===== src/rtl/store_buffer_if.sv =====
// store_buffer_if
//   Bundles the store-buffer request, load-check and DM-drain signals.
//   master : pipeline / DM side (drives st_*, ld_*, dm_busy)
//   slave  : store_buffer (drives st_ready, ld_stall/hit/fwd_data, dm_*, count, empty)
// Parameter PTR_W sets the width of count (PTR_W+1 bits).
interface store_buffer_if #(
  parameter int PTR_W = 2
);
  // store request from MEM stage
  logic             st_valid;
  logic [31:0]      st_addr;
  logic [31:0]      st_data;
  logic [2:0]       st_op;
  logic [31:0]      st_pc;
  logic             st_ready;
  // load overlap check
  logic             ld_valid;
  logic [31:0]      ld_addr;
  logic [2:0]       ld_op;
  logic             ld_stall;
  logic             ld_hit;
  logic [31:0]      ld_fwd_data;
  // DM write port
  logic             dm_busy;
  logic             dm_wr;
  logic [31:0]      dm_addr;
  logic [31:0]      dm_wd;
  logic [2:0]       dm_op;
  logic [31:0]      dm_pc;
  // occupancy
  logic [PTR_W:0]   count;
  logic             empty;

  modport master (
    output st_valid, st_addr, st_data, st_op, st_pc,
    output ld_valid, ld_addr, ld_op,
    output dm_busy,
    input  st_ready, ld_stall, ld_hit, ld_fwd_data,
    input  dm_wr, dm_addr, dm_wd, dm_op, dm_pc,
    input  count, empty
  );

  modport slave (
    input  st_valid, st_addr, st_data, st_op, st_pc,
    input  ld_valid, ld_addr, ld_op,
    input  dm_busy,
    output st_ready, ld_stall, ld_hit, ld_fwd_data,
    output dm_wr, dm_addr, dm_wd, dm_op, dm_pc,
    output count, empty
  );
endinterface


===== src/rtl/store_buffer.sv =====
// store_buffer
//   FIFO write buffer between the MEM-stage store path and DM. Accepts one
//   store per cycle, retires one per cycle into DM whenever DM is not serving
//   a load, and stalls loads that overlap a pending store.
// Ports:
//   clk   : rising-edge clock
//   reset : asynchronous, active-low reset (discards all pending stores)
//   sb    : store_buffer_if.slave (store request, load check, DM drain, count/empty)
// Parameters: DEPTH (power of two, >=2), PTR_W = log2(DEPTH).
// Build option: define SB_FWD_EN to forward fully covered loads from the
//   youngest overlapping entry instead of stalling them.
module store_buffer #(
  parameter int DEPTH = 4,
  parameter int PTR_W = 2
) (
  input  logic          clk,
  input  logic          reset,
  store_buffer_if.slave sb
);

  // Access-width codes shared with the pipeline's op encoding.
  localparam logic [2:0] OP_WORD = 3'd0;
  localparam logic [2:0] OP_HALF = 3'd1;
  localparam logic [2:0] OP_BITE = 3'd2;

  // Byte-lane mask of an access; zero for an unknown op.
  function automatic logic [3:0] byte_mask(input logic [2:0] op, input logic [1:0] a);
    case (op)
      OP_WORD: byte_mask = 4'b1111;
      OP_HALF: byte_mask = a[1] ? 4'b1100 : 4'b0011;
      OP_BITE: byte_mask = 4'b0001 << a;
      default: byte_mask = 4'b0000;
    endcase
  endfunction

  logic [31:0]      addr_q [DEPTH];
  logic [31:0]      addr_d [DEPTH];
  logic [31:0]      data_q [DEPTH];
  logic [31:0]      data_d [DEPTH];
  logic [31:0]      pc_q   [DEPTH];
  logic [31:0]      pc_d   [DEPTH];
  logic [2:0]       op_q   [DEPTH];
  logic [2:0]       op_d   [DEPTH];
  logic [3:0]       mask_q [DEPTH];
  logic [3:0]       mask_d [DEPTH];
  logic [DEPTH-1:0] valid_q, valid_d;
  logic [PTR_W-1:0] head_q, head_d;
  logic [PTR_W-1:0] tail_q, tail_d;
  logic [PTR_W:0]   count_q, count_d;

  logic [3:0]       st_mask;
  logic [3:0]       ld_mask;
  logic             is_empty;
  logic             push;
  logic             pop;
  logic [DEPTH-1:0] overlap_vec;
  logic             hit;

  assign st_mask  = byte_mask(sb.st_op, sb.st_addr[1:0]);
  assign ld_mask  = byte_mask(sb.ld_op, sb.ld_addr[1:0]);
  assign is_empty = (count_q == '0);

  // No bypass when full: a pop in the same cycle does not free a slot for the push.
  assign sb.st_ready = (count_q != (PTR_W+1)'(DEPTH));
  // Unknown ops are handshaken but never written.
  assign push = sb.st_valid && sb.st_ready && (st_mask != 4'b0000);
  assign pop  = !is_empty && !sb.dm_busy;

  assign sb.dm_wr   = pop;
  // Gating on the head valid bit keeps the DM bus at zero while empty or in reset.
  assign sb.dm_addr = valid_q[head_q] ? addr_q[head_q] : 32'h0;
  assign sb.dm_wd   = valid_q[head_q] ? data_q[head_q] : 32'h0;
  assign sb.dm_op   = valid_q[head_q] ? op_q[head_q]   : 3'h0;
  assign sb.dm_pc   = valid_q[head_q] ? pc_q[head_q]   : 32'h0;
  assign sb.count   = count_q;
  assign sb.empty   = is_empty;

  // Per-entry overlap; the entry draining this cycle is still valid here.
  for (genvar gi = 0; gi < DEPTH; gi++) begin : g_ovl
    assign overlap_vec[gi] = valid_q[gi]
                          && (addr_q[gi][31:2] == sb.ld_addr[31:2])
                          && ((mask_q[gi] & ld_mask) != 4'b0000);
  end

`ifdef SB_FWD_EN
  logic             fwd_found;
  logic [PTR_W-1:0] fwd_idx;
  logic [PTR_W-1:0] scan_idx;
  logic [31:0]      fwd_shifted;
  logic [31:0]      lane_bits;

  // Youngest overlapping entry: scan back from tail-1 with wrap.
  always_comb begin
    fwd_found = 1'b0;
    fwd_idx   = '0;
    scan_idx  = '0;
    for (int k = 0; k < DEPTH; k++) begin
      scan_idx = tail_q - PTR_W'(k + 1);
      if (!fwd_found && overlap_vec[scan_idx]) begin
        fwd_found = 1'b1;
        fwd_idx   = scan_idx;
      end
    end
  end

  always_comb begin
    case (op_q[fwd_idx])
      OP_HALF: fwd_shifted = {16'h0, data_q[fwd_idx][15:0]} << (addr_q[fwd_idx][1] ? 16 : 0);
      OP_BITE: fwd_shifted = {24'h0, data_q[fwd_idx][7:0]} << {addr_q[fwd_idx][1:0], 3'b000};
      default: fwd_shifted = data_q[fwd_idx];
    endcase
  end

  assign lane_bits = {{8{ld_mask[3]}}, {8{ld_mask[2]}}, {8{ld_mask[1]}}, {8{ld_mask[0]}}};
  // Only a full cover forwards; a partial cover must wait for DM.
  assign hit = sb.ld_valid && fwd_found && ((mask_q[fwd_idx] & ld_mask) == ld_mask);
  assign sb.ld_fwd_data = hit ? (fwd_shifted & lane_bits) : 32'h0;
`else
  assign hit            = 1'b0;
  assign sb.ld_fwd_data = 32'h0;
`endif

  assign sb.ld_hit   = hit;
  assign sb.ld_stall = sb.ld_valid && (overlap_vec != '0) && !hit;

  always_comb begin
    head_d  = head_q;
    tail_d  = tail_q;
    count_d = count_q;
    valid_d = valid_q;
    addr_d  = addr_q;
    data_d  = data_q;
    pc_d    = pc_q;
    op_d    = op_q;
    mask_d  = mask_q;
    if (pop) begin
      valid_d[head_q] = 1'b0;
      head_d          = head_q + PTR_W'(1);
    end
    // push never targets the head slot being popped: that would need a full buffer.
    if (push) begin
      valid_d[tail_q] = 1'b1;
      addr_d[tail_q]  = sb.st_addr;
      data_d[tail_q]  = sb.st_data;
      pc_d[tail_q]    = sb.st_pc;
      op_d[tail_q]    = sb.st_op;
      mask_d[tail_q]  = st_mask;
      tail_d          = tail_q + PTR_W'(1);
    end
    case ({push, pop})
      2'b10:   count_d = count_q + (PTR_W+1)'(1);
      2'b01:   count_d = count_q - (PTR_W+1)'(1);
      default: count_d = count_q;
    endcase
  end

  always_ff @(posedge clk or negedge reset) begin
    if (!reset) begin
      head_q  <= '0;
      tail_q  <= '0;
      count_q <= '0;
      valid_q <= '0;
    end else begin
      head_q  <= head_d;
      tail_q  <= tail_d;
      count_q <= count_d;
      valid_q <= valid_d;
    end
  end

  // Payload needs no reset: every read is qualified by its valid bit.
  always_ff @(posedge clk) begin
    addr_q <= addr_d;
    data_q <= data_d;
    pc_q   <= pc_d;
    op_q   <= op_d;
    mask_q <= mask_d;
  end

endmodule


===== src/flat_wrapper.sv =====
// flat-port wrapper written by rule: the top's interface ports become plain ports
module store_buffer_flat 
#(
  parameter int DEPTH = 4,
  parameter int PTR_W = 2
)
  (clk, reset, sb_st_valid, sb_st_addr, sb_st_data, sb_st_op, sb_st_pc, sb_ld_valid, sb_ld_addr, sb_ld_op, sb_dm_busy, sb_st_ready, sb_ld_stall, sb_ld_hit, sb_ld_fwd_data, sb_dm_wr, sb_dm_addr, sb_dm_wd, sb_dm_op, sb_dm_pc, sb_count, sb_empty);
  store_buffer_if #(.PTR_W(PTR_W)) sb_i ();
  input  logic clk;
  input  logic reset;
  input wire logic [$bits(sb_i.st_valid)-1:0] sb_st_valid;
  input wire logic [$bits(sb_i.st_addr)-1:0] sb_st_addr;
  input wire logic [$bits(sb_i.st_data)-1:0] sb_st_data;
  input wire logic [$bits(sb_i.st_op)-1:0] sb_st_op;
  input wire logic [$bits(sb_i.st_pc)-1:0] sb_st_pc;
  input wire logic [$bits(sb_i.ld_valid)-1:0] sb_ld_valid;
  input wire logic [$bits(sb_i.ld_addr)-1:0] sb_ld_addr;
  input wire logic [$bits(sb_i.ld_op)-1:0] sb_ld_op;
  input wire logic [$bits(sb_i.dm_busy)-1:0] sb_dm_busy;
  output wire logic [$bits(sb_i.st_ready)-1:0] sb_st_ready;
  output wire logic [$bits(sb_i.ld_stall)-1:0] sb_ld_stall;
  output wire logic [$bits(sb_i.ld_hit)-1:0] sb_ld_hit;
  output wire logic [$bits(sb_i.ld_fwd_data)-1:0] sb_ld_fwd_data;
  output wire logic [$bits(sb_i.dm_wr)-1:0] sb_dm_wr;
  output wire logic [$bits(sb_i.dm_addr)-1:0] sb_dm_addr;
  output wire logic [$bits(sb_i.dm_wd)-1:0] sb_dm_wd;
  output wire logic [$bits(sb_i.dm_op)-1:0] sb_dm_op;
  output wire logic [$bits(sb_i.dm_pc)-1:0] sb_dm_pc;
  output wire logic [$bits(sb_i.count)-1:0] sb_count;
  output wire logic [$bits(sb_i.empty)-1:0] sb_empty;
  assign sb_i.st_valid = sb_st_valid;
  assign sb_i.st_addr = sb_st_addr;
  assign sb_i.st_data = sb_st_data;
  assign sb_i.st_op = sb_st_op;
  assign sb_i.st_pc = sb_st_pc;
  assign sb_i.ld_valid = sb_ld_valid;
  assign sb_i.ld_addr = sb_ld_addr;
  assign sb_i.ld_op = sb_ld_op;
  assign sb_i.dm_busy = sb_dm_busy;
  assign sb_st_ready = sb_i.st_ready;
  assign sb_ld_stall = sb_i.ld_stall;
  assign sb_ld_hit = sb_i.ld_hit;
  assign sb_ld_fwd_data = sb_i.ld_fwd_data;
  assign sb_dm_wr = sb_i.dm_wr;
  assign sb_dm_addr = sb_i.dm_addr;
  assign sb_dm_wd = sb_i.dm_wd;
  assign sb_dm_op = sb_i.dm_op;
  assign sb_dm_pc = sb_i.dm_pc;
  assign sb_count = sb_i.count;
  assign sb_empty = sb_i.empty;
  store_buffer #(.DEPTH(DEPTH), .PTR_W(PTR_W)) u_core (.clk(clk), .reset(reset), .sb(sb_i));
endmodule

===== config.mk =====
export PLATFORM = sky130hd
export DESIGN_NAME = store_buffer_flat
export DESIGN_NICKNAME = d
export VERILOG_FILES = /design/src/rtl/store_buffer_if.sv /design/src/rtl/store_buffer.sv /design/src/flat_wrapper.sv
export SDC_FILE = /design/constraint.sdc
export NUM_CORES = 1
export LEC_CHECK = 0
export BUFFER_PORTS_ARGS = -buffer_cell sky130_fd_sc_hd__buf_2
export CAP_MARGIN = 20
export CORE_ASPECT_RATIO = 0.9
export CORE_MARGIN = 5
export CORE_UTILIZATION = 61
export CTS_CLUSTER_DIAMETER = 200
export DETAILED_ROUTE_END_ITERATION = 16
export PLACE_DENSITY = 0.85
export SETUP_SLACK_MARGIN = 0.02
export SLEW_MARGIN = 20
export SYNTH_ARGS = -nofsm -noshare
export SYNTH_HDL_FRONTEND = slang
export SYNTH_SLANG_ARGS = --single-unit

===== constraint.sdc =====
create_clock -name clk -period 5.77 [get_ports clk]
set_input_delay 0.577 -clock clk [delete_from_list [all_inputs] [get_ports clk]]
set_output_delay 0.577 -clock clk [all_outputs]
set_load 0.02 [all_outputs]

==> impl_metrics.py, run 1 <==
metrics = {
    "detailed_routing": {
        "ant_nets": 0,
        "drcViolationCount": 0,
        "via_per_inst": 5.76,
        "dr.first_iter.drc_count": 683,
        "drt-total-wl_mm": 39.0,
        "wl_per_cell_um": 23.8,
        "first_pass_iters": 5,
        "vias": 9445,
    },
    "cells_and_area": {
        "fillerInstances": 1787,
        "drive_gt1_frac": 0.349,
        "nets": 1354,
        "syn_to_final_growth_pct": 15.5,
        "layout_commonest_cell": "edfxtp_1",
        "layout_common_cells": "edfxtp_1 (412), buf_2 (244), mux4_2 (99), nor2b_1 (99), xor2_1 (62)",
        "stdcell_area_um2": 20800,
    },
    "clock_network": {
        "htree_levels": 2,
        "clk_latency_ns": 0.53,
        "clock-sinks": 423,
        "hold_buffers": 1,
        "numCtsBuffers": 42,
        "root_buffer": "clkbuf_16",
        "clk_pin_slew_ns": 0.06,
        "clockBufferDepth": 3,
        "tritoncts": "built",
        "cts_setup_buffers": 0,
        "cts_resized": 0,
    },
    "critical_path": {
        "crit_family": "buffers and inverters",
        "end_kind": "output port",
        "crit_arrival_ns": 3.12,
        "worst_setup_path_start_kind": "register",
        "critPathRequiredTime_ns": 5.19,
        "cpPeakStageDelay_ns": 0.91,
        "crit_fanout": 57,
        "slowest_stage": "dfrtp_4",
        "path_buf_inv": 2,
        "critPathKind": "register to output port",
        "worstPathCellList": "buf_4 > mux4_2 > nor2b_1 > buf_2",
    },
    "sta": {
        "max_freq_mhz": 270,
        "grt_setup_unrepaired": "false",
        "period_needed_ns": 3.70,
        "hold_violations": 0,
        "relSlewSlack": 0.351,
        "setup_viol": 0,
        "worstMarginPinSlew_ns": 0.973,
        "fin_ws_ns": 2.07,
        "slew_violations": 0,
        "period_share": 0.641,
        "setup_tns_ns": 0,
        "final.setup_skew_ns": 0.0137,
    },
    "floorplanning": {
        "start_util": 0.619,
        "die_y_um": 173,
        "chipWidth_um": 191,
        "dieArea_um2": 33000,
        "io_pins": 278,
        "core-area_um2": 29000,
        "fp-row-count": 59,
    },
    "yosys": {
        "syn_avg_cell_area_um2": 19.0,
        "syn_area_um2": 18000,
        "synth_edf_count": 412,
        "postSynthCellCount": 948,
        "ys_warn_count": 0,
        "async_flop_share": 0.0260,
        "ys_types": 43,
        "ys_seq_area_frac": 0.704,
        "ys.flop_type": "edfxtp_1",
        "ys_ff_latch": 423,
    },
    "power": {
        "seqPwrFrac": 0.400,
        "p_per_area_nw_per_um2": 471,
        "internal_power_w": 0.00653,
        "p_leak_nw": 7.30,
        "ir_worst_vdd_mv": 0.375,
        "p_sw_w": 0.00325,
        "switching_share": 0.332,
        "power_w": 0.00978,
        "pwr-share-clk": 0.264,
        "pwr-share-comb": 0.336,
    },
    "placed_design": {
        "dp_hpwl_mm": 25.6,
        "dpl-instance-area_um2": 19400,
        "post-place-ws_ns": 2.63,
        "globalplace.congestion": 0.867,
        "portBuffers": 244,
    },
    "run": {
        "max_cap_violations": 0,
    },
    "grt": {
        "grt_usage": 0.236,
        "grt_max_degree": 63,
        "antenna_found_initial": 9,
        "grt_pass1_vias": 9890,
        "globalRoute.totalOverflow": 0,
        "grt_pass1_wl_mm": 59.1,
    },
    "outcome": {
        "status": "finished clean",
    },
    "hold_path": {
        "min_path_type": "input pin to register",
    },
}
## power by group through the flow
stage                     Combinational (W)  Sequential [W]  Clock [W]
after detailed placement            0.00331         0.00398          0
after floorplan                     0.00241         0.00384          0
after global placement              0.00326         0.00396          0
after CTS                           0.00334         0.00392    0.00262
final                               0.00329         0.00392    0.00258
after global routing                0.00353         0.00395    0.00276
## cell families (layout without fill, tap and decap cells)
group                    after synthesis  count (layout)  share of synthesized area
AND/OR/NAND/NOR                      168             168                     0.0568
adder cells (fa/ha/maj)               10              10                    0.00738
other                                  1              40                   0.000209
XOR/XNOR                             125             125                     0.0630
flip-flops                           423             423                      0.704
multiplexers                         102             102                      0.126
buffers and inverters                 89             345                     0.0311
AO/OA/AOI/OAI                         30              30                     0.0120
## per-stage QoR
stage | hold slack, ns | utilization | cells
after floorplan | 0.281 | - | 980
after global placement | 0.478 | 0.669 | 1556
after detailed placement | 0.478 | 0.669 | 1556
after CTS | 0.242 | 0.715 | 1632
after global routing | 0.248 | 0.715 | 1637
final | 0.256 | 0.715 | 1639
## state kept, by name, summed over array words and instances, names as in the netlist
signal and count:
u_core.addr_q 128, u_core.pc_q 128, u_core.op_q 12, u_core.data_q 128, u_core.sb.count 3, u_core.head_q 2, u_core.tail_q 2, u_core.valid_q 4
u_core.mask_q 16
## area by class of cell
class	count	area (µm²)	share of cell area
antenna	7	17.5	0.000844
clock buffer	55	1160	0.0561
clock inverter	20	143	0.00687
inverter	11	41.3	0.00199
multi-input combinational	468	4900	0.236
sequential	423	12700	0.610
tap	396	495	0.0239
timing repair buffer	259	1340	0.0644
## Yosys cell counts (3+ instances only)
cell type  instances  area [µm²]
edfxtp_1         412       12400
mux4_2            99        2230
nor2b_1           99         619
xor2_1            62         543
xnor2_1           58         508
buf_4             35         263
nand4_1           20         125
buf_2             14        70.1
clkbuf_1          14        52.6
nor4_1            12        75.1
dfrtp_1           11         275
buf_6             10         113
ha_1               9         113
inv_1              8        30.0
nand2_1            8        30.0
a21o_1             6        45.0
a21oi_1            6        30.0
nor2_1             6        22.5
nor3_1             6        30.0
buf_1              5        18.8
xnor2_2            5        81.3
a211oi_1           4        30.0
a22oi_1            4        30.0
a32oi_1            4        35.0
and2_1             4        25.0
or4_1              4        30.0
inv_2              3        11.3
## worst paths after layout
check / start / cells past startpoint / slack [ns] / endpoint
setup / recovery: u_core.head_q[1] / 4 / 2.07 / sb_dm_wd[14]
hold / removal: sb_st_data[31] / 1 / 0.26 / u_core.data_q[63]
setup reg to reg: u_core.sb.count[0] / 5 / 2.91 / u_core.pc_q[6]
hold reg to reg: u_core.valid_q[1] / 1 / 0.52 / u_core.valid_q[1]
max in group asynchronous: reset / 2 / 5.04 / u_core.head_q[1]
min in group asynchronous: reset / 2 / 0.48 / u_core.valid_q[3]
## routing by layer
metal	vias up	global-route usage	wire [µm]
met5	-	0	46
met4	8	0.0583	717
met3	67	0.0690	4100
met2	452	0.379	19500
met1	4766	0.326	14700
li1	4152	-	-
Note: power is estimated with default switching activity, not from simulation.
==> run 2: changes to the inputs <==
--- a/config.mk
+++ b/config.mk
@@ -5,14 +5,15 @@
 export SDC_FILE = /design/constraint.sdc
 export NUM_CORES = 1
 export LEC_CHECK = 0
+export ABC_AREA = 1
 export BUFFER_PORTS_ARGS = -buffer_cell sky130_fd_sc_hd__buf_2
 export CAP_MARGIN = 20
 export CORE_ASPECT_RATIO = 0.9
 export CORE_MARGIN = 5
-export CORE_UTILIZATION = 61
+export CORE_UTILIZATION = 52
 export CTS_CLUSTER_DIAMETER = 200
 export DETAILED_ROUTE_END_ITERATION = 16
-export PLACE_DENSITY = 0.85
+export PLACE_DENSITY = 0.77
 export SETUP_SLACK_MARGIN = 0.02
 export SLEW_MARGIN = 20
 export SYNTH_ARGS = -nofsm -noshare
==> constraint.sdc (replaced) <==
create_clock -name clk -period 3.1 [get_ports clk]
set_input_delay 0.31 -clock clk [delete_from_list [all_inputs] [get_ports clk]]
set_output_delay 0.31 -clock clk [all_outputs]
set_load 0.02 [all_outputs]
==> impl_metrics.py, run 2 <==
metrics = {
    "cells_and_area": {
        "drive_gt1_frac": 0.147,
        "layout_commonest_cell": "nand2_1",
        "nets": 2366,
        "syn_to_final_growth_pct": 20.9,
        "top_regs": "u_core.addr_q x128, u_core.data_q x128, u_core.pc_q x128",
        "layout_common_cells": "nand2_1 (446), edfxtp_1 (412), inv_1 (248)",
    },
    "critical_path": {
        "reg2reg_slack_ns": 0.93,
        "slowest_stage": "dfrtp_4",
        "r2r-end": "u_core.sb.count[2]",
        "reg2reg_depth": 10,
        "crit_arrival_ns": 2.61,
        "critPathRequiredTime_ns": 2.79,
        "crit_family": "buffers and inverters",
        "path_buf_inv": 4,
        "worstPathCellList": "clkinv_8 > a21oi_1 > o21ai_1 > o21ai_4 > buf_8 > nand2_1 > inv_1 > buf_2",
        "end_kind": "output port",
        "cpPeakStageDelay_ns": 0.63,
        "worst_setup_path_start_kind": "register",
        "critPathKind": "register to output port",
        "crit_fanout": 50,
        "rr_startpoint": "u_core.sb.count[0]",
    },
    "clock_network": {
        "tritoncts": "built",
        "numCtsBuffers": 43,
        "clk_latency_ns": 0.57,
        "htree_levels": 2,
        "clock-sinks": 423,
        "clk_pin_slew_ns": 0.06,
        "clockBufferDepth": 3,
        "root_buffer": "clkbuf_16",
    },
    "yosys": {
        "ys_seq_area_frac": 0.660,
        "async_flop_share": 0.0260,
        "ys.flop_type": "edfxtp_1",
        "synth.largest_area_cell": "edfxtp_1",
        "synthMostInstantiatedCell": "nand2_1",
        "synth_top_area_share": 0.646,
        "ys_warn_count": 0,
        "ys_ff_latch": 423,
        "syn_area_um2": 19200,
        "synthTopCellsByArea": "edfxtp_1 (65%), nand2_1 (8.7%), o21ai_0 (6.4%), inv_1 (4.9%), nor2_1 (4.6%)",
        "postSynthCellCount": 1896,
        "synth_edf_count": 412,
        "syn_avg_cell_area_um2": 10.1,
        "synth_commonest_cells": "nand2_1 (446), edfxtp_1 (412), inv_1 (248)",
        "ys_types": 26,
    },
    "grt": {
        "grt_max_degree": 128,
        "grt_pass1_vias": 14200,
        "top_usage_layer": "met2",
        "grt_use_met2": 0.415,
        "grt_use_met1": 0.329,
        "grt_usage": 0.247,
        "met3_usage": 0.0426,
        "antenna_found_initial": 4,
        "globalRoute.totalOverflow": 0,
        "grt_pass1_wl_mm": 78.0,
    },
    "sta": {
        "period_needed_ns": 2.92,
        "setup_viol": 0,
        "worstMarginPinSlew_ns": 0.680,
        "slew_violations": 0,
        "relSlewSlack": 0.547,
        "period_share": 0.943,
        "grt_setup_unrepaired": "false",
        "hold_violations": 0,
        "final.setup_skew_ns": 0.0281,
        "max_freq_mhz": 342,
        "setup_tns_ns": 0,
    },
    "floorplanning": {
        "dieArea_um2": 40800,
        "die_y_um": 192,
        "start_util": 0.528,
        "io_pins": 278,
        "chipWidth_um": 212,
        "core-area_um2": 36300,
        "fp-row-count": 66,
    },
    "placed_design": {
        "globalplace.congestion": 0.935,
        "portBuffers": 244,
        "dp_hpwl_mm": 31.8,
    },
    "power": {
        "pwr-share-clk": 0.250,
        "p_sw_w": 0.00823,
        "internal_power_w": 0.0121,
        "p_per_area_nw_per_um2": 879,
        "ir_worst_vdd_mv": 0.767,
        "switching_share": 0.404,
        "pwr-share-comb": 0.403,
        "seqPwrFrac": 0.347,
        "p_leak_nw": 9.98,
        "power_w": 0.0203,
    },
    "detailed_routing": {
        "ant_nets": 0,
        "wl_per_cell_um": 19.1,
        "drt-total-wl_mm": 52.1,
        "first_pass_iters": 5,
        "drcViolationCount": 0,
        "via_per_inst": 5.29,
        "vias": 14400,
        "dr.first_iter.drc_count": 1233,
    },
    "hold_path": {
        "worstHoldStart": "sb_st_addr[0]",
        "min_path_type": "input pin to register",
        "min_to": "u_core.addr_q[32]",
        "worstHoldPathCells": 1,
    },
    "run": {
        "max_cap_violations": 0,
    },
    "outcome": {
        "status": "finished clean",
    },
}
## run 2: changes by cell type in the layout (fill, tap and decap cells not counted), moves of 15 or more
cell,change
nand3_1,+15
nand4_1,-17
mux4_2,-99
o21ai_0,+242
inv_1,+240
o22ai_1,+69
xnor2_1,-45
nand2_1,+438
nor2b_1,-99
nor2_1,+223
dlygate4sd3_1,+92
a21oi_1,+52
xor2_1,-56
## run 2: per-stage QoR
step / util / hold WS (ns) / instance area (µm²) / std cells / setup slack (ns)
after floorplan: - / 0.0144 / 19300 / 1928 / 0.0942
after global placement: 0.574 / 0.222 / 20800 / 2553 / 0.623
after detailed placement: 0.574 / 0.225 / 20800 / 2553 / 0.555
after CTS: 0.637 / 0.000406 / 23100 / 2726 / 0.0332
after global routing: 0.638 / 0.0134 / 23100 / 2731 / 0.0204
final: 0.638 / 0.0485 / 23100 / 2732 / 0.178
## run 2: cell families after synthesis
group | Yosys count | synth area share
AO/OA/AOI/OAI | 379 | 0.104
XOR/XNOR | 19 | 0.00869
other | 1 | 0.000196
flip-flops | 423 | 0.660
adder cells (fa/ha/maj) | 10 | 0.00693
AND/OR/NAND/NOR | 701 | 0.139
buffers and inverters | 363 | 0.0809
## run 2: layout make-up
cell class	count	area (µm²)
Tap cell	476	596
Antenna cell	4	10.0
Fill cell	2805	13100
Multi-Input combinational cell	1142	5120
Clock buffer	56	1120
Inverter	252	958
Clock inverter	24	241
Sequential cell	423	12700
Timing Repair Buffer	355	2440
## run 2: how the worst max path moves through the flow
| stage | start | end | slack [ns] | cells after the start |
|---|---|---|---|---|
| detailed placement | u_core.head_q[0] | sb_dm_wd[29] | 0.55 | 7 |
| finish | u_core.head_q[0] | sb_dm_wd[4] | 0.18 | 8 |
| floorplan | u_core.sb.count[0] | u_core.addr_q[100] | 0.09 | 5 |
| global placement | u_core.head_q[0] | sb_dm_wd[29] | 0.62 | 7 |
| CTS | u_core.head_q[0] | sb_dm_wd[5] | 0.03 | 7 |
| global route | u_core.head_q[0] | sb_dm_addr[6] | 0.02 | 8 |
## run 2: repair_timing
item                                   CTS  global route
gates cloned                             0             1
gates resized for setup                  2             4
hold buffers                            93             0
setup endpoints to repair               82            99
setup buffers                            0             1
endpoints found under the hold margin  376             0
## run 2: per-layer routing
layer  vias to the layer above  wire (µm)
met3                       119       4520
met5                         -          7
li1                       6899          -
met1                      6783      20800
met2                       642      25200
met4                         2       1690
## run 2: power by group through the flow
stage	Combinational, W	Clock [W]	Sequential, W
after floorplan	0.00529	0	0.00711
after global placement	0.00765	0	0.00718
final	0.00820	0.00508	0.00707
after CTS	0.00800	0.00514	0.00708
after global routing	0.00896	0.00541	0.00710
after detailed placement	0.00782	0	0.00720
